==> config.mk <==
export PLATFORM = sky130hd
export DESIGN_NAME = spike_fifo
export DESIGN_NICKNAME = d
export VERILOG_FILES = /design/src/rtl/spike_fifo.sv
export SDC_FILE = /design/constraint.sdc
export NUM_CORES = 1
export LEC_CHECK = 0
export ABC_AREA = 1
export BUFFER_PORTS_ARGS = -buffer_cell sky130_fd_sc_hd__buf_2
export CAP_MARGIN = 20
export CORE_ASPECT_RATIO = 0.6
export CORE_MARGIN = 1
export CORE_UTILIZATION = 55
export CTS_CLUSTER_DIAMETER = 60
export DETAILED_ROUTE_END_ITERATION = 8
export PLACE_DENSITY = 0.75
export SLEW_MARGIN = 5
export SYNTH_ARGS = -nofsm -noshare
export SYNTH_HDL_FRONTEND = slang
export SYNTH_SLANG_ARGS = --single-unit
==> constraint.sdc <==
create_clock -name clk -period 9.8 [get_ports clk]
set_input_delay 1.47 -clock clk [delete_from_list [all_inputs] [get_ports clk]]
set_output_delay 1.47 -clock clk [all_outputs]
set_load 0.005 [all_outputs]
==> src/rtl/spike_fifo.sv <==
// Synchronous spike/event FIFO with registered read data, occupancy count,
// almost-full threshold and sticky overflow/underflow diagnostics.
module spike_fifo #(
    parameter int DATA_WIDTH         = 32,
    parameter int ADDR_WIDTH         = 4,
    parameter int ALMOST_FULL_THRESH = 12
) (
    input  logic                  clk,
    input  logic                  reset_n,
    input  logic [DATA_WIDTH-1:0] din,
    input  logic                  wen,
    output logic                  full,
    output logic                  almost_full,
    input  logic                  read_en,
    output logic [DATA_WIDTH-1:0] dout,
    output logic                  empty,
    output logic [ADDR_WIDTH:0]   count,
    output logic                  overflow,
    output logic                  underflow
);

    localparam int DEPTH = 1 << ADDR_WIDTH;

    localparam logic [ADDR_WIDTH:0]   CNT_DEPTH = (ADDR_WIDTH+1)'(DEPTH);
    localparam logic [ADDR_WIDTH:0]   CNT_AF    = (ADDR_WIDTH+1)'(ALMOST_FULL_THRESH);
    localparam logic [ADDR_WIDTH:0]   CNT_ONE   = (ADDR_WIDTH+1)'(1);
    localparam logic [ADDR_WIDTH-1:0] PTR_ONE   = ADDR_WIDTH'(1);

    logic [DATA_WIDTH-1:0] mem [DEPTH];
    logic [ADDR_WIDTH-1:0] wr_ptr;
    logic [ADDR_WIDTH-1:0] rd_ptr;
    logic [ADDR_WIDTH:0]   count_next;
    logic                  wr_ok;
    logic                  rd_ok;

    // Flags come from the registered count only, so no input reaches an output
    // combinationally and pointer wrap never matters for full/empty.
    assign full        = (count == CNT_DEPTH);
    assign empty       = (count == '0);
    assign almost_full = (count >= CNT_AF);

    assign wr_ok = wen & ~full;
    assign rd_ok = read_en & ~empty;

    // NOTE: every variable assigned in always_comb gets a default first, so no
    // path leaves it unassigned and no latch is inferred.
    always_comb begin
        count_next = count;
        unique case ({wr_ok, rd_ok})
            2'b10:   count_next = count + CNT_ONE;
            2'b01:   count_next = count - CNT_ONE;
            default: count_next = count;
        endcase
    end

    // NOTE: storage has no reset; stale words are unreachable because count and
    // the pointers are reset, and leaving the array unreset lets it map to RAM.
    always_ff @(posedge clk) begin
        if (wr_ok) begin
            mem[wr_ptr] <= din;
        end
    end

    // NOTE: sequential state uses non-blocking assignments so every register
    // samples pre-edge values regardless of statement order.
    always_ff @(posedge clk or negedge reset_n) begin
        if (!reset_n) begin
            wr_ptr    <= '0;
            rd_ptr    <= '0;
            count     <= '0;
            dout      <= '0;
            overflow  <= 1'b0;
            underflow <= 1'b0;
        end else begin
            count     <= count_next;
            overflow  <= overflow | (wen & full);
            underflow <= underflow | (read_en & empty);
            if (wr_ok) begin
                wr_ptr <= wr_ptr + PTR_ONE;
            end
            // A simultaneous write never targets rd_ptr here: that would need
            // full, which already blocks the write.
            if (rd_ok) begin
                dout   <= mem[rd_ptr];
                rd_ptr <= rd_ptr + PTR_ONE;
            end
        end
    end

endmodule
==> flow_metrics.py <==
metrics = {
    "outcome": {
        "run_status": "finished, final reports clean",
    },
    "global_routing": {
        "total_routing_usage_reported_by_global_routing": 0.256,
        "total_congestion_overflow": 0,
        "vias_in_the_first_global_route": 14100,
        "grt_antenna_before_repair": 2,
        "grt_start_max_net_pins": 149,
        "global_route_wire_length_before_repair_mm": 82.5,
    },
    "min_path": {
        "hold_path_cells": 1,
        "hp-class": "reg2reg",
    },
    "detailed_routing": {
        "postRouteWirelength_mm": 53.5,
        "route.detailed.drc": 0,
        "wire_per_inst_um": 20.8,
        "drt_first_iter_violations": 1740,
        "dr_total_vias": 14800,
        "drt_first_pass_iters": 7,
        "viasPerCell": 5.75,
        "ant_nets": 0,
    },
    "logic_synthesis": {
        "postSynthNetCount": 1993,
        "synth_compound_gate_area_share": 0.00198,
        "synthesis.area_per_instance_um2": 11.7,
        "synth_xor_area_frac": 0.00346,
        "yosys-mux-area-fraction": 0,
        "yosys_register_bits": 559,
        "async_reset_ff_frac": 0.0841,
        "yosys-top-cells-area": "edfxtp_1 (68%), nand2_1 (13%), nand3_1 (8.6%)",
        "dominantRegCellSynth": "edfxtp_1",
        "yosys_warnings": 0,
        "synth.largest_area_cell": "edfxtp_1",
        "synthCells": 1949,
        "syn_area_mm2": 0.0228,
        "combinational_family_with_the_most_area_after_synthesis": "simple AND/OR/NAND/NOR gates",
        "synth-adder-area-share": 0.00440,
        "synth.top_cell.area_share": 0.676,
        "synth-seq-area-share": 0.727,
        "synthSimpleGateAreaFrac": 0.226,
        "synth_cell_type_count": 23,
        "synth_edf_count": 512,
    },
    "sta": {
        "rsz0062_at_grt": "no",
        "finalSetupViolations": 0,
        "clock-skew-final_ns": 0.0227,
        "maxSlewHeadroom": 0.311,
        "max_freq_ghz": 0.258,
        "finalCriticalPeriod_ns": 3.87,
        "hold_viol_final": 0,
        "worstMarginPinSlew_ns": 1.03,
        "timing_max_transition_violations_final": 0,
        "tns_ns": 0,
        "layout_worst_path_cycle_share": 0.395,
    },
    "finish": {
        "drive_above_1_share": 0.104,
        "final_nets": 2039,
        "post-route-util": 0.616,
        "post-route-cell-area_mm2": 0.0251,
        "layout.cells.non_filler": 2566,
        "syn2layout_area_growth_pct": 10.1,
    },
    "floorplan": {
        "initial_core_util": 0.560,
        "die_wd_um": 265,
        "core-area_mm2": 0.0407,
        "top_level_ports": 78,
        "design.die.area_mm2": 0.0422,
        "die_height_um": 160,
        "placementRows": 57,
    },
    "worst_setup_path": {
        "critical_path_buf_inv_count": 3,
        "critical_path_depth": 13,
        "kind_of_cell_adding_the_most_delay_to_the_critical_path": "buffers and inverters",
        "timing.critical_path.to_type": "flip-flop",
        "path_class": "in2reg",
        "ff2ff_path_depth": 15,
        "critical_path_peak_fanout": 38,
        "cpMaxStageDelayCell": "inv_2",
        "critPathRequiredTime_ns": 10.26,
        "cpMostUsedCell": "nand2_1",
        "crit_path_start_kind": "primary input",
        "crit_path_max_incr_delay_ns": 0.88,
        "cells_traversed_along_the_worst_timing_path": "buf_2 > nand2_2 > inv_2 > ha_1 > xor2_1 > ha_1 > inv_1 > nand2_1 > nand3_1 > nand3_1 > nand2_1 > nand2_1 > nand2_1",
        "ff2ff_setup_slack_ns": 6.05,
        "cp.arrival_ns": 4.33,
    },
    "power": {
        "cellPowerDensity_mw_per_mm2": 290,
        "static-leakage-power_uw": 0.00960,
        "power.total_uw": 7280,
        "vdd.ir_drop.worst_mv": 0.178,
    },
    "clock_network": {
        "post_cts_resized": 0,
        "h_tree_depth": 2,
        "clk-insertion-delay-late_ns": 0.57,
        "cts_root_buffer": "clkbuf_16",
        "cts_buffer_depth": 3,
        "post_cts_setup_buffer_count": 0,
        "cts_hold_repair.buffers": 0,
        "cts_made_buffers": 49,
        "clkTransAtPathRegs_ns": 0.07,
        "tritoncts_num_sinks": 559,
        "cts_tree": "done",
    },
    "placed_design": {
        "dpl_cell_area_mm2": 0.0234,
        "port_buf_inserts": 77,
        "routabilityCongestion": 0.781,
        "dpl.hpwl_mm": 25.8,
        "post-place-cells": 2470,
    },
    "job": {
        "maxCapViolCount": 0,
    },
}
-- worst register-to-register path, delay by kind of cell, from the launching register on --
kind / cells / cell delay, ns
AND/OR/NAND/NOR: 10 / 1.65
adder cells (fa/ha/maj): 2 / 0.67
flip-flops: 1 / 0.46
XOR/XNOR: 1 / 0.18
buffers and inverters: 2 / 0.66
-- final cells by class --
type                    instances  area [µm²]
repair buffers                112         748
flip-flops and latches        559       16600
clock inverters                27         275
diodes                          3        7.51
clock buffers                  61        1270
inverters                      23        97.6
multi-input cells            1250        5440
well taps                     531         664
fillers                      3093       15600
-- cells in the final DEF (no fill, tap or decap), types with 2 or more instances in the layout --
| cell | count |
|---|---|
| a31o_2 | 2 |
| buf_16 | 5 |
| buf_2 | 77 |
| buf_4 | 30 |
| bufinv_16 | 5 |
| clkbuf_1 | 12 |
| clkbuf_16 | 49 |
| clkinv_1 | 5 |
| clkinv_2 | 13 |
| clkinvlp_4 | 2 |
| dfrtp_1 | 44 |
| dfrtp_4 | 2 |
| diode_2 | 3 |
| edfxtp_1 | 512 |
| ha_1 | 8 |
| inv_1 | 18 |
| inv_6 | 5 |
| nand2_1 | 814 |
| nand2_2 | 2 |
| nand3_1 | 391 |
| nor2_1 | 2 |
| nor3_2 | 16 |
| o21ai_0 | 4 |
| xnor2_1 | 4 |
| xor2_1 | 5 |
-- kinds of logic after synthesis --
group / after synthesis
simple gates: 1226
fa+ha+maj: 8
flops: 559
xor+xnor: 9
compound gates: 7
buf+inv: 140
-- registers in the layout (all words and copies together), names as in the netlist --
register / cells
rd_ptr: 4
mem: 512
wr_ptr: 4
dout: 32
underflow: 1
overflow: 1
count: 5
-- Yosys cell counts (all sizes together) (4+ instances only) --
cell type and n:
nor3 16, dfrtp 47, xor2 5, nand3 391
edfxtp 512, buf 102, clkbuf 15, ha 8
nand2 816, xnor2 4, inv 22, o21ai 4
-- path summary, 6_finish.rpt --
path | endpoint | startpoint
worst min-delay path | overflow | overflow
worst min register to register | overflow | overflow
worst max-delay path | count[4] | read_en
max in group asynchronous | rd_ptr[1] | reset_n
worst max register to register | count[4] | count[1]
min in group asynchronous | dout[14] | reset_n
-- metal layers --
metal | wire (µm) | part of all wire | vias to the layer above | global-route usage
met2 | 24700 | 0.46 | 713 | 0.397
li1 | - | - | 6813 | -
met5 | 0 | 0 | - | 0
met4 | 912 | 0.017 | 0 | 0.0579
met3 | 5310 | 0.099 | 80 | 0.0476
met1 | 22500 | 0.42 | 7154 | 0.380
-- per-stage QoR --
stage          worst slack, ns  hold slack [ns]
3_3_place_gp              5.40            0.446
2_1_floorplan             5.39            0.466
5_1_grt                   5.64            0.496
4_1_cts                   5.96            0.466
6_report                  5.93            0.466
3_5_place_dp              5.38            0.452
-- power breakdown --
group          switching [µW]  internal (µW)
sequential                188           2880
combinational            1610            694
clock                     845           1060
Power figures use the tool's default switching activity.
